--- src/rtl/flash_be_ctrl.sv ---
// SPI-flash bulk-erase sequencer: WREN, BE, then RDSR polling until WIP clears.
// Drives the flash pins in SPI mode 0; all outputs come straight from flops.
module flash_be_ctrl #(
   parameter int SCK_DIV = 4,
   parameter int CS_GAP  = 8
) (
   input  logic sys_clk,
   input  logic sys_rst,
   input  logic key_flag,
   input  logic miso,
   output logic cs_n,
   output logic sck,
   output logic mosi,
   output logic busy,
   output logic done
);

   localparam int DIV_W = (SCK_DIV > 2) ? $clog2(SCK_DIV) : 1;
   localparam int GAP_W = (CS_GAP > 1) ? $clog2(CS_GAP) : 1;
   localparam logic [DIV_W-1:0] DIV_LAST = DIV_W'(SCK_DIV - 1);
   localparam logic [DIV_W-1:0] DIV_HALF = DIV_W'(SCK_DIV / 2);
   localparam logic [GAP_W-1:0] GAP_LAST = GAP_W'(CS_GAP - 1);

   typedef enum logic [2:0] {
      IDLE, WREN, GAP_WE, BE, GAP_BE, RDSR, GAP_POLL, DONE
   } state_t;

   state_t           state_q, state_d;
   logic [DIV_W-1:0] div_q, div_d;
   logic [4:0]       bit_q, bit_d;
   logic [GAP_W-1:0] gap_q, gap_d;
   logic [7:0]       rx_q, rx_d;
   logic             cs_n_q, sck_q, mosi_q, busy_q, done_q;
   logic             cs_n_d, sck_d, mosi_d, busy_d, done_d;
   logic [4:0]       lastBit;
   logic [4:0]       dataBits;
   logic             inFrame;
   logic [7:0]       txByte;

   // Sequencing: bit_q counts bits of the frame, with bit index 8N being the tail.
   always_comb begin
      state_d = state_q;
      div_d   = div_q;
      bit_d   = bit_q;
      gap_d   = gap_q;
      rx_d    = rx_q;
      lastBit = (state_q == RDSR) ? 5'd16 : 5'd8;
      case (state_q)
         IDLE: begin
            if (key_flag) begin
               state_d = WREN;
               div_d   = '0;
               bit_d   = '0;
            end
         end
         WREN, BE, RDSR: begin
            if (div_q == DIV_LAST) begin
               div_d = '0;
               if (bit_q == lastBit) begin
                  gap_d = '0;
                  if (state_q == WREN)    state_d = GAP_WE;
                  else if (state_q == BE) state_d = GAP_BE;
                  else                    state_d = rx_q[0] ? GAP_POLL : DONE;
               end else begin
                  bit_d = bit_q + 5'd1;
               end
            end else begin
               div_d = div_q + 1'b1;
            end
         end
         GAP_WE, GAP_BE, GAP_POLL: begin
            if (gap_q == GAP_LAST) begin
               state_d = (state_q == GAP_WE) ? BE : RDSR;
               div_d   = '0;
               bit_d   = '0;
            end else begin
               gap_d = gap_q + 1'b1;
            end
         end
         DONE:    state_d = IDLE;
         default: state_d = IDLE;
      endcase
      if (state_q == RDSR && div_q == DIV_LAST && bit_q < 5'd16) begin
         rx_d = {rx_q[6:0], miso};
      end
   end

   // Pin values are derived from the next state so they appear in the same cycle as the state.
   always_comb begin
      inFrame  = (state_d == WREN) || (state_d == BE) || (state_d == RDSR);
      dataBits = (state_d == RDSR) ? 5'd16 : 5'd8;
      case (state_d)
         WREN:    txByte = 8'h06;
         BE:      txByte = 8'hC7;
         RDSR:    txByte = bit_d[3] ? 8'h00 : 8'h05;
         default: txByte = 8'h00;
      endcase
      cs_n_d = !inFrame;
      sck_d  = inFrame && (bit_d < dataBits) && (div_d >= DIV_HALF);
      mosi_d = inFrame && (bit_d < dataBits) && txByte[3'd7 - bit_d[2:0]];
      busy_d = (state_d != IDLE);
      done_d = (state_d == DONE);
   end

   always_ff @(posedge sys_clk) begin
      if (sys_rst) begin
         state_q <= IDLE;
         div_q   <= '0;
         bit_q   <= '0;
         gap_q   <= '0;
         rx_q    <= '0;
         cs_n_q  <= 1'b1;
         sck_q   <= 1'b0;
         mosi_q  <= 1'b0;
         busy_q  <= 1'b0;
         done_q  <= 1'b0;
      end else begin
         state_q <= state_d;
         div_q   <= div_d;
         bit_q   <= bit_d;
         gap_q   <= gap_d;
         rx_q    <= rx_d;
         cs_n_q  <= cs_n_d;
         sck_q   <= sck_d;
         mosi_q  <= mosi_d;
         busy_q  <= busy_d;
         done_q  <= done_d;
      end
   end

   assign cs_n = cs_n_q;
   assign sck  = sck_q;
   assign mosi = mosi_q;
   assign busy = busy_q;
   assign done = done_q;

endmodule

--- config.mk ---
export PLATFORM = sky130hd
export DESIGN_NAME = flash_be_ctrl
export DESIGN_NICKNAME = d
export VERILOG_FILES = /design/src/rtl/flash_be_ctrl.sv
export SDC_FILE = /design/constraint.sdc
export NUM_CORES = 1
export LEC_CHECK = 0
export ABC_AREA = 1
export CAP_MARGIN = 20
export CORE_MARGIN = 5
export CORE_UTILIZATION = 50
export CTS_CLUSTER_DIAMETER = 120
export DETAILED_ROUTE_END_ITERATION = 16
export PLACE_DENSITY = 0.74
export SLEW_MARGIN = 10
export SYNTH_ARGS = -nofsm -noshare
export SYNTH_HDL_FRONTEND = slang
export SYNTH_SLANG_ARGS = --single-unit
--- constraint.sdc ---
create_clock -name sys_clk -period 2.4 [get_ports sys_clk]
set_input_delay 0.24 -clock sys_clk [delete_from_list [all_inputs] [get_ports sys_clk]]
set_output_delay 0.24 -clock sys_clk [all_outputs]
set_load 0.01 [all_outputs]
==> run_results.csv <==
group,metric,value,unit
synthesis,synth-xor-area-share,0.711,%
power_and_ir_drop,p_total,0.563,mW
worst_setup_path,crit_chain,"inv_1, ha_1, nand2_1, a21oi_2, nand3_1, nand2_1, nand2_2, nand2_4, nor2_4, nand2_2, ha_1, a211oi_2, nand3_1, a21oi_2",
synthesis,synth_area,1230,um2
synthesis,synth_edf_count,0,
worst_setup_path,crit_slowest_cell,"dfxtp_1",
floorplanning,ios,9,
final_layout,layout.cells.non_filler,213,
clock_tree,cts_tree,"built",
synthesis,synth_commonest_cells,"39 x nand2_1, 26 x inv_1, 19 x dfxtp_1",
drt,vias,1147,
worst_setup_path,cp_data_arrival_time,2380,ps
clock_tree,clkSinkCount,19,
worst_setup_path,worstPathRequired,2630,ps
synthesis,yosysMostFrequentCell,"nand2_1",
grt,grt.total_usage,17.0,%
timing,tns,0,ps
clock_tree,clockBufferDepth,2,
timing,fin_crit,2150,ps
worst_setup_path,crit_path_start_kind,"flip-flop",
worst_setup_path,slowest_delay,440,ps
placement,place_hpwl,2100,um
placement,place_area,1340,um2
worst_setup_path,reg2reg_to,"mosi",
synthesis,ys_seq_area_share,30.9,%
worst_setup_path,rr_worst_depth,14,
synthesis,synth-compound-area-share,13.6,%
floorplanning,die_area,3550,um2
timing,fin_crit_sh,89.7,%
worst_hold_path,holdPathStages,2,
placement,port_buffers,8,
grt,grt_max_degree,13,
floorplanning,std_cell_rows,18,
job,drv_cap,0,
final_layout,drive_gt1_share,18.6,%
power_and_ir_drop,leakagePower,0.620,nW
drt,drt-wirelength-per-cell,12.6,um
timing,max_slew.worst_pin.slew,320,ps
placement,dp.cells,209,
drt,firstDrtPassIters,4,
drt,drtIter0Drc,42,
placement,gp_congestion,0.936,
drt,drt_wl_total,2680,um
timing,max_freq,465,MHz
floorplanning,die_x,59.6,um
grt,grt_pass1_wl,4630,um
clock_tree,root_buffer,"clkbuf_4",
timing,hold_viol,0,
clock_tree,cts_hold_buf,0,
worst_setup_path,ff2ff_setup_slack,250,ps
worst_setup_path,path_class,"reg2reg",
clock_tree,htreeDepth,1,
synthesis,ys.flop_type,"dfxtp_1",
worst_hold_path,whs_endpoint,"gap_q[2]",
timing,relSlewSlack,78.6,%
synthesis,synth_top_area_cell,"dfxtp_1",
synthesis,ys_seq_elements,19,
synthesis,syn_inst,172,
drt,via_per_inst,5.38,
synthesis,ys_async_sr_fraction,0,%
final_layout,syn_to_final_growth,11.4,%
floorplanning,floorplan.initialDensity,51.1,%
synthesis,synth_mux_area_share,0,%
timing,hold_slack,480,ps
floorplanning,fp.dieH,59.6,um
synthesis,ys_types,31,
power_and_ir_drop,ir_worst_vdd,0.000287,V
grt,grt_overflow,0,
timing,rsz0062_at_grt,"false",
synthesis,synth_top_family_by_area,"simple AND/OR/NAND/NOR gates",
synthesis,syn_nets,182,
synthesis,yosysTopAreaCellShare,30.9,%
power_and_ir_drop,power.density,411,nW/um2
run_status,status,"finished, final reports clean",
clock_tree,cts_buffers,3,
worst_setup_path,cp_top_family,"simple AND/OR/NAND/NOR gates",
synthesis,synthAdderAreaFrac,6.10,%
synthesis,synth_area_per_cell,7.16,um2
synthesis,yosys.area_share.simple,37.7,%
clock_tree,post_cts_buffers,0,
timing,setup_viol,0,
synthesis,yosysWarnings,0,
worst_setup_path,reg2reg_from,"bit_q[0]",
worst_setup_path,worst-path-max-fanout,6,
worst_setup_path,worstSetupEndpointType,"flip-flop",
worst_setup_path,path_buf_inv,1,
worst_hold_path,worstHoldPathType,"reg2reg",
clock_tree,path_clk_slew,110,ps
worst_hold_path,hold_start,"gap_q[2]",
grt,antenna_found_initial,0,
grt,grt_pass1_vias,1094,
timing,skew,4.11,ps
drt,postRouteAntennaNets,0,
final_layout,post-route-cell-area,1370,um2
clock_tree,clkLatencyLatePin,290,ps
synthesis,synth_area_leaders,"dfxtp_1 31%, nand2_1 12%, inv_1 7.9%",
final_layout,fin_nets,194,
final_layout,diodes,0,
drt,drc,0,
timing,drv_slew,0,
clock_tree,cts_resized,0,
floorplanning,core-area,2410,um2
[logic make-up after synthesis]
kind of cell             Yosys count
AND/OR/NAND/NOR                   88
XOR/XNOR                           1
adder cells (fa/ha/maj)            6
buffers and inverters             33
AO/OA/AOI/OAI                     25
flip-flops                        19
[report_power, final]
group	switching (mW)	internal, mW
Combinational	0.0440	0.0315
Clock	0.0950	0.0645
Sequential	0.00556	0.322
[placed cells by master (no fill, tap or decap), drive strengths merged]
cell type	instances
a21oi	11
nor2	15
and3	1
xor2	1
o211a	1
o21ai	8
a22oi	1
dfxtp	19
nand3	16
clkdlybuf4s50	8
a211oi	2
clkbuf	4
nor3	3
nor4	2
buf	1
nand4	4
or3	1
o211ai	2
ha	6
nand2	46
inv	31
[worst register-to-register path, delay by kind of cell (launching register included)]
kind / cells / cell delay [ps]
AO/OA/AOI/OAI: 3 / 380
adder cells (fa/ha/maj): 2 / 400
buffers and inverters: 1 / 90
flip-flops: 1 / 440
AND/OR/NAND/NOR: 8 / 790
[worst max path at each step]
stage	from	slack (ps)	endpoint	depth (start not counted)
after floorplan	div_q[0]	490	mosi	10
after global placement	div_q[0]	180	mosi	10
after detailed placement	div_q[0]	130	mosi	10
after CTS	div_q[0]	90	mosi	10
after global routing	bit_q[0]	30	mosi	14
final	bit_q[0]	250	mosi	14
[stage by stage]
stage / setup WS (ps) / utilization, %
after floorplan: 488 / -
after global placement: 180 / 55.5
after detailed placement: 130 / 55.5
after CTS: 89.3 / 56.6
after global routing: 27.9 / 56.9
final: 247 / 56.9
[state kept, by name, indices dropped and copies added, names as in the netlist, 2 cells and up]
signal and flops:
bit_q 5, state_q 3, div_q 2, gap_q 3
[per-layer routing]
metal  track usage [%]  routed length (um)  vias to the layer above
li1                  -                   -                      581
met1              20.7                1200                      538
met2              29.5                1360                       24
met3              2.83                  92                        4
met4              6.96                  32                        0
met5                 0                   0                        -
[final cells by class]
class	count	area, um2
Sequential cell	19	380
Fill cell	223	1040
Tap cell	30	37.5
Multi-Input combinational cell	120	723
Inverter	31	116
Clock buffer	4	26.3
Timing Repair Buffer	9	87.6
(Power assumes the default switching activity.)
